### config.mk
export PLATFORM = sky130hd
export DESIGN_NAME = ahblite_db_regbank
export DESIGN_NICKNAME = d
export VERILOG_FILES = /design/src/rtl/ahblite_db_regbank.sv
export SDC_FILE = /design/constraint.sdc
export NUM_CORES = 1
export LEC_CHECK = 0
export ABC_AREA = 0
export CAP_MARGIN = 15
export CORE_MARGIN = 4
export CORE_UTILIZATION = 44
export CTS_BUF_LIST = sky130_fd_sc_hd__clkbuf_16
export CTS_CLUSTER_SIZE = 24
export DETAILED_ROUTE_END_ITERATION = 6
export PLACE_DENSITY_LB_ADDON = 0.05
export SLEW_MARGIN = 20
export SYNTH_ARGS = -nofsm -noshare
export SYNTH_HDL_FRONTEND = slang
export SYNTH_SLANG_ARGS = --single-unit
### constraint.sdc
create_clock -name HCLK -period 9.4 [get_ports HCLK]
set_clock_uncertainty 0.05 [all_clocks]
set_input_delay 1.41 -clock HCLK [delete_from_list [all_inputs] [get_ports HCLK]]
set_output_delay 1.41 -clock HCLK [all_outputs]
set_load 0.05 [all_outputs]
### src/rtl/ahblite_db_regbank.sv
// AHB-Lite debug register bank: NREGS byte-lane-writable registers plus a 32-bit trace FIFO.
// Define DB_REGBANK_WAIT_EN to stall (HREADYOUT low) on a push into a full FIFO instead of dropping it.
module ahblite_db_regbank #(
  parameter int NREGS  = 4,
  parameter int RW     = 8,
  parameter int FDEPTH = 8
) (
  input  logic                  HCLK,
  input  logic                  HRESETn,
  input  logic                  HSEL,
  input  logic [23:0]           HADDR,
  input  logic                  HREADY,
  input  logic                  HWRITE,
  input  logic [1:0]            HTRANS,
  input  logic [2:0]            HSIZE,
  input  logic [31:0]           HWDATA,
  output logic [31:0]           HRDATA,
  output logic                  HREADYOUT,
  output logic [1:0]            HRESP,
  output logic [NREGS*RW-1:0]   db_reg,
  output logic [31:0]           trc_data,
  output logic                  trc_valid,
  input  logic                  trc_ready
);

  localparam int AW = (FDEPTH > 1) ? $clog2(FDEPTH) : 1;
  localparam int CW = $clog2(FDEPTH + 1);

  // address phase capture
  logic        r_sel, r_write, r_trans1;
  logic [23:0] r_addr;
  logic [2:0]  r_size;

  always_ff @(posedge HCLK or negedge HRESETn) begin
    if (!HRESETn) begin
      r_sel    <= 1'b0;
      r_addr   <= '0;
      r_write  <= 1'b0;
      r_size   <= '0;
      r_trans1 <= 1'b0;
    end else if (HREADY) begin
      r_sel    <= HSEL & HREADY;
      r_addr   <= HADDR;
      r_write  <= HWRITE;
      r_size   <= HSIZE;
      r_trans1 <= HTRANS[1];
    end
  end

  logic       w_dphase, w_wr, w_hi_ok, w_push_hit, w_stat_hit;
  logic [5:0] w_word;
  logic       w_unused;

  assign w_dphase   = r_sel & r_trans1;
  assign w_wr       = w_dphase & r_write;
  assign w_hi_ok    = (r_addr[23:8] == 16'd0);
  assign w_word     = r_addr[7:2];
  assign w_push_hit = w_hi_ok & (w_word == 6'h10);
  assign w_stat_hit = w_hi_ok & (w_word == 6'h11);
  assign w_unused   = HTRANS[0];

  // byte lanes enabled by the registered size/address
  logic [3:0] w_lane;
  always_comb begin
    w_lane = 4'b0000;
    case (r_size)
      3'd0:    w_lane = 4'b0001 << r_addr[1:0];
      3'd1:    w_lane = r_addr[1] ? 4'b1100 : 4'b0011;
      default: w_lane = 4'b1111;
    endcase
  end

  logic [RW-1:0]    w_rmask;
  logic [NREGS-1:0] w_reg_we;

  for (genvar b = 0; b < RW; b++) begin : g_mask
    assign w_rmask[b] = w_lane[b/8];
  end

  for (genvar g = 0; g < NREGS; g++) begin : g_we
    assign w_reg_we[g] = w_wr & w_hi_ok & (w_word == 6'(g));
  end

  logic [NREGS-1:0][RW-1:0] r_reg;

  always_ff @(posedge HCLK or negedge HRESETn) begin
    if (!HRESETn) begin
      r_reg <= '0;
    end else begin
      for (int i = 0; i < NREGS; i++)
        if (w_reg_we[i])
          r_reg[i] <= (r_reg[i] & ~w_rmask) | (HWDATA[RW-1:0] & w_rmask);
    end
  end

  assign db_reg = r_reg;

  // trace FIFO
  logic [31:0]   r_mem [FDEPTH];
  logic [AW-1:0] r_wptr, r_rptr;
  logic [CW-1:0] r_count;
  logic          r_ovf;
  logic          w_empty, w_full, w_pop, w_push_req, w_push, w_stall, w_ovf_set, w_ovf_clr;
  logic [31:0]   w_pdata;

  assign w_empty    = (r_count == '0);
  assign w_full     = (r_count == CW'(FDEPTH));
  assign w_pop      = ~w_empty & trc_ready;
  assign w_push_req = w_wr & w_push_hit;
  assign w_ovf_clr  = w_wr & w_stat_hit & HWDATA[16];

`ifdef DB_REGBANK_WAIT_EN
  logic        r_stall;
  logic [31:0] r_hold;

  assign w_stall   = w_push_req & w_full & ~w_pop;
  assign w_push    = w_push_req & ~w_stall;
  assign w_ovf_set = 1'b0;
  // keep the first-cycle write data so the push completes with it even if HWDATA moves
  assign w_pdata   = r_stall ? r_hold : HWDATA;

  always_ff @(posedge HCLK or negedge HRESETn) begin
    if (!HRESETn) begin
      r_stall <= 1'b0;
      r_hold  <= '0;
    end else begin
      r_stall <= w_stall;
      if (w_stall && !r_stall) r_hold <= HWDATA;
    end
  end
`else
  assign w_stall   = 1'b0;
  assign w_push    = w_push_req & (~w_full | w_pop);
  assign w_ovf_set = w_push_req & w_full & ~w_pop;
  assign w_pdata   = HWDATA;
`endif

  always_ff @(posedge HCLK) begin
    if (w_push) r_mem[r_wptr] <= w_pdata;
  end

  always_ff @(posedge HCLK or negedge HRESETn) begin
    if (!HRESETn) begin
      r_wptr  <= '0;
      r_rptr  <= '0;
      r_count <= '0;
      r_ovf   <= 1'b0;
    end else begin
      if (w_push) r_wptr <= r_wptr + 1'b1;
      if (w_pop)  r_rptr <= r_rptr + 1'b1;
      case ({w_push, w_pop})
        2'b10:   r_count <= r_count + 1'b1;
        2'b01:   r_count <= r_count - 1'b1;
        default: r_count <= r_count;
      endcase
      // a new overflow takes priority over a software clear in the same cycle
      if (w_ovf_set)      r_ovf <= 1'b1;
      else if (w_ovf_clr) r_ovf <= 1'b0;
    end
  end

  assign trc_valid = ~w_empty;
  assign trc_data  = r_mem[r_rptr];

  // read mux, driven from the registered address
  logic [31:0] w_status, w_rdata;
  assign w_status = {15'd0, r_ovf, 6'd0, w_full, w_empty, 8'(r_count)};

  always_comb begin
    w_rdata = 32'hDEADBEEF;
    if (w_hi_ok) begin
      if (w_word == 6'h10)      w_rdata = 32'd0;
      else if (w_word == 6'h11) w_rdata = w_status;
      for (int i = 0; i < NREGS; i++)
        if (w_word == 6'(i)) w_rdata = 32'(r_reg[i]);
    end
  end

  assign HRDATA    = w_rdata;
  assign HREADYOUT = ~w_stall;
  assign HRESP     = 2'b00;

endmodule

Word level (Yosys, flattened, before mapping)
Memories as Yosys holds them, arrays and structs flattened. Index checks and enable logic that the tools add are counted.

Flip-flop bits (word level): 73. RAM bits: 256. Bits of input ports: 67. Output and inout port bits: 100. Logic and storage cells: 79. Memories: 1.

$add $sub $neg: 4. Equality and inequality tests: 9. Shift operators: 1. Mux-type cells: 14. Bitwise gates (word level): 31. Reduce and logical (&&, ||, !) cells: 6.

Memories: r_mem (words 8, width 32, read ports 1, clocked after Yosys merged registers in 0, write ports 1, line 99) `logic [31:0] r_mem [FDEPTH];`.

Operators by type and width (count): $mux 32 (7); $and 8x8->8 (5); $or 8x8->8 (4); $and 1x1->1 (17); $logic_not 16->1 (1); $eq 6x2->1 const B (2); $eq 6x5->1 const B (2); $not 8->8 (1); $pmux 4 s2 (1); $add 3x1->3 const B (2); $eq 6x1->1 const B (1); $logic_not 6->1 (1); $mux 1 (5); $add 4x1->4 const B (1); $eq 4x4->1 const B (1); $logic_not 4->1 (1); $reduce_bool 2->1 (2); $sub 4x1->4 const B (1); $eq 3x1->1 const B (1); $logic_not 3->1 (1); $not 1->1 (3); $eq 2x1->1 const B (1); $eq 2x2->1 const B (1); $pmux 1 s2 (1); other kinds (2) (2).

Depth between registers and ports, before layout
Depth in word-level cells: 8. Gate-level depth with buffers: 12. Mapped depth without buffers: 11.

Worst setup path after synthesis
OpenSTA, ideal clock, no wires.

Kind: input to register. Start point: in trc_ready. End point: mem r_mem[1][0] (enable). Library setup time: 513 ps. Arrival: 5200 ps. Required time: 8837 ps. Path slack: 3637 ps. Stages: 4. Buffers on the path: 0. Cell sequence: nor2_1 nor4_2 inv_2 nor4b_1.

Word-level cells in the longest chain between the ends: 5.

Ends and longest elaborated chain: from (decl) (line 23) `input logic trc_ready`; $and 1x1->1 (line 108) `assign w_pop = ~w_empty & trc_ready;`; $or 1x1->1 (line 133) `assign w_push = w_push_req & (~w_full | w_pop);`; $and 1x1->1 (line 133); $mux 1 (line 139) `if (w_push) r_mem[r_wptr] <= w_pdata;`; $mux 1 (not written as such) (line 139); to (decl) (line 99).

Every way passes these cells.

Final worst setup path
Start point: reg r_rptr[0]. End point: out trc_data[1].

Word-level cells in the longest chain between the ends: 1.

Ends and longest elaborated chain: from (decl) (line 100) `logic [AW-1:0] r_wptr, r_rptr;`; from (signal assigned) (line 150) `if (w_pop) r_rptr <= r_rptr + 1'b1;`; $mem_v2 8x32; to (decl) (line 21) `output logic [31:0] trc_data,`.

Every way passes these cells.

==> metrics.cfg <==
[synth]
ys_seq_elements=329
ys_types=46
ys_warn_count=0
async_flop_share_pct=22.2
syn_inst=676
synthFlopType=edfxtp_1
seq_area_frac_synth_pct=71.9
syn-mean-instance-area_um2=19.6
synth_edf_count=256
synth_area_um2=13200

[route]
drt-wirelength-per-cell_um=22.4
num_vias=6759
drt-initial-drc-count=398
drc=0
viasPerCell=5.37
antenna_left=0
drt-total-wl_um=28200
firstDrtPassIters=5

[worst_setup_path]
arrival_ns=3.66
path_max_fanout=39
path_class=reg2out
crit_required_ns=7.94
cp-end-kind=output pin
startpoint_type=flip-flop

[timing]
final-hold-violation-count=0
tns_ns=0
layout_min_cycle_time_ns=5.12
min_period_over_period_pct=54.5
fmax_mhz=195
worst-slew-pin-transition_ns=1.05
slew_headroom_pct=30.0
setup_viol=0
rsz0062_at_grt=false
drv_slew=0

[finish]
diodes=0
mostFrequentLayoutCell=edfxtp_1
final_area_um2=16400
nNetsFinal=913
area_growth_pct=24.1
stdcell_count=1259
final_util_pct=55.4
drive_gt1_share_pct=29.9
final_cell_mix=256 x edfxtp_1, 155 x clkdlybuf4s50_1, 97 x mux2_2

[clock_network]
cts_buffers=37
cts-resized-gates=0
cts_tree=done
clk_pin_slew_ns=0.05
clockBufferDepth=3
clock_sinks=329
htreeDepth=2
cts_hold_buf=0
postCtsSetupBuffers=0
clock_latency_ns=0.50
cts_root_buffer=clkbuf_16

[global_route]
grt_usage_pct=17.4
overflow=0
grt_pass1_vias=7604
grt_pass1_wl_um=44400
antenna_found_initial=0
grt_max_degree=74

[floorplan]
rows=63
fp.dieW_um=181
num_io_pins=167
dieArea_um2=32900
die_h_um=181
coreArea_um2=29600
initial_core_util_pct=44.7

[placement]
port_buffers=156
dp_hpwl_um=17100
place_congestion=0.745
dp.cells=1192
dpl-instance-area_um2=15200

[power_and_ir_drop]
switching_share_pct=30.9
p_sw_uw=1370
pwr-share-comb_pct=28.1
power_frac_clock_pct=32.2
internal_power_uw=3070
p_seq_share_pct=39.7
pwr_density_cell_nw_per_um2=270
ir_drop_uv=142
p_leak_uw=0.00563

[hold_path]
min_path_type=reg2reg

[job]
maxCapViolCount=0

[outcome]
status=finished, final reports clean

==> registers in the layout, indices dropped and copies added (netlist names), named ones only <==
register,cells
r_trans1,1
r_ovf,1
r_sel,1
r_write,1
r_addr,24
r_size,3
r_count,4
r_mem,256
r_wptr,3
r_rptr,3
==> logic make-up after synthesis <==
group                    Yosys count  share of synthesized area [%]
other                              2                         0.0567
AO/OA/AOI/OAI                     30                           1.45
AND/OR/NAND/NOR                   72                           3.42
flip-flops                       329                           71.9
multiplexers                     166                           19.6
XOR/XNOR                           9                          0.596
buffers and inverters             63                           2.50
adder cells (fa/ha/maj)            5                          0.473
==> final timing paths <==
| path | from | endpoint | depth (start not counted) | slack, ns |
|---|---|---|---|---|
| max | r_rptr[0] | trc_data[1] | 4 | 4.28 |
| min | r_addr[23] | r_addr[23] | 1 | 0.46 |
| max reg2reg | r_addr[23] | r_mem[5][27] | 6 | 5.73 |
| min reg2reg | r_addr[23] | r_addr[23] | 1 | 0.46 |
| max in group asynchronous | HRESETn | r_rptr[0] | 2 | 7.53 |
| min in group asynchronous | HRESETn | r_count[3] | 2 | 1.10 |
==> critical path, stage by stage (launching register included) <==
cell and delay (ns):
dfrtp_4 0.95, buf_4 0.62, mux4_2 0.57, mux2_2 0.29
clkdlybuf4s50_1 0.72
==> power groups by stage <==
stage,logic (µW),clock network [µW],registers (µW)
2_1_floorplan,1010,0,1660
3_3_place_gp,1260,0,1790
3_5_place_dp,1270,0,1800
4_1_cts,1270,1470,1770
5_1_grt,1320,1540,1780
6_report,1250,1430,1760
==> metrics by stage <==
stage | total power (µW) | hold slack [ns] | setup WS [ns]
after floorplan | 2680 | 0.409 | 3.64
after global placement | 3050 | 0.427 | 4.67
after detailed placement | 3070 | 0.448 | 4.67
after CTS | 4510 | 0.459 | 4.13
after global routing | 4640 | 0.481 | 3.99
final | 4430 | 0.455 | 4.28
==> per-layer routing <==
metal / share of wire (%) / track usage (%) / vias up
met5: 0 / 0 / -
met4: 1.8 / 4.11 / 0
met3: 6.5 / 4.91 / 36
met2: 48 / 28.0 / 197
met1: 43 / 24.0 / 3511
li1: - / - / 3015
==> Yosys cell counts, types with 7 or more instances <==
| library cell | n | area (µm²) |
|---|---|---|
| buf_4 | 23 | 173 |
| clkbuf_1 | 19 | 71.3 |
| edfxtp_1 | 256 | 7690 |
| buf_1 | 7 | 26.3 |
| nor4_1 | 7 | 43.8 |
| mux2_2 | 97 | 1090 |
| nor2_1 | 10 | 37.5 |
| dfrtp_1 | 73 | 1830 |
| nand2_1 | 17 | 63.8 |
| mux4_2 | 65 | 1460 |
| a21oi_1 | 10 | 50.1 |
| inv_1 | 7 | 26.3 |
==> layout make-up <==
| cell class | instances | area [µm²] |
|---|---|---|
| Clock inverter | 29 | 283 |
| Sequential cell | 329 | 9520 |
| Multi-Input combinational cell | 291 | 3460 |
| Fill cell | 2369 | 13200 |
| Tap cell | 390 | 488 |
| Inverter | 8 | 30.0 |
| Timing Repair Buffer | 174 | 1690 |
| Clock buffer | 38 | 951 |
No activity file was read; power rests on OpenSTA's default activity.
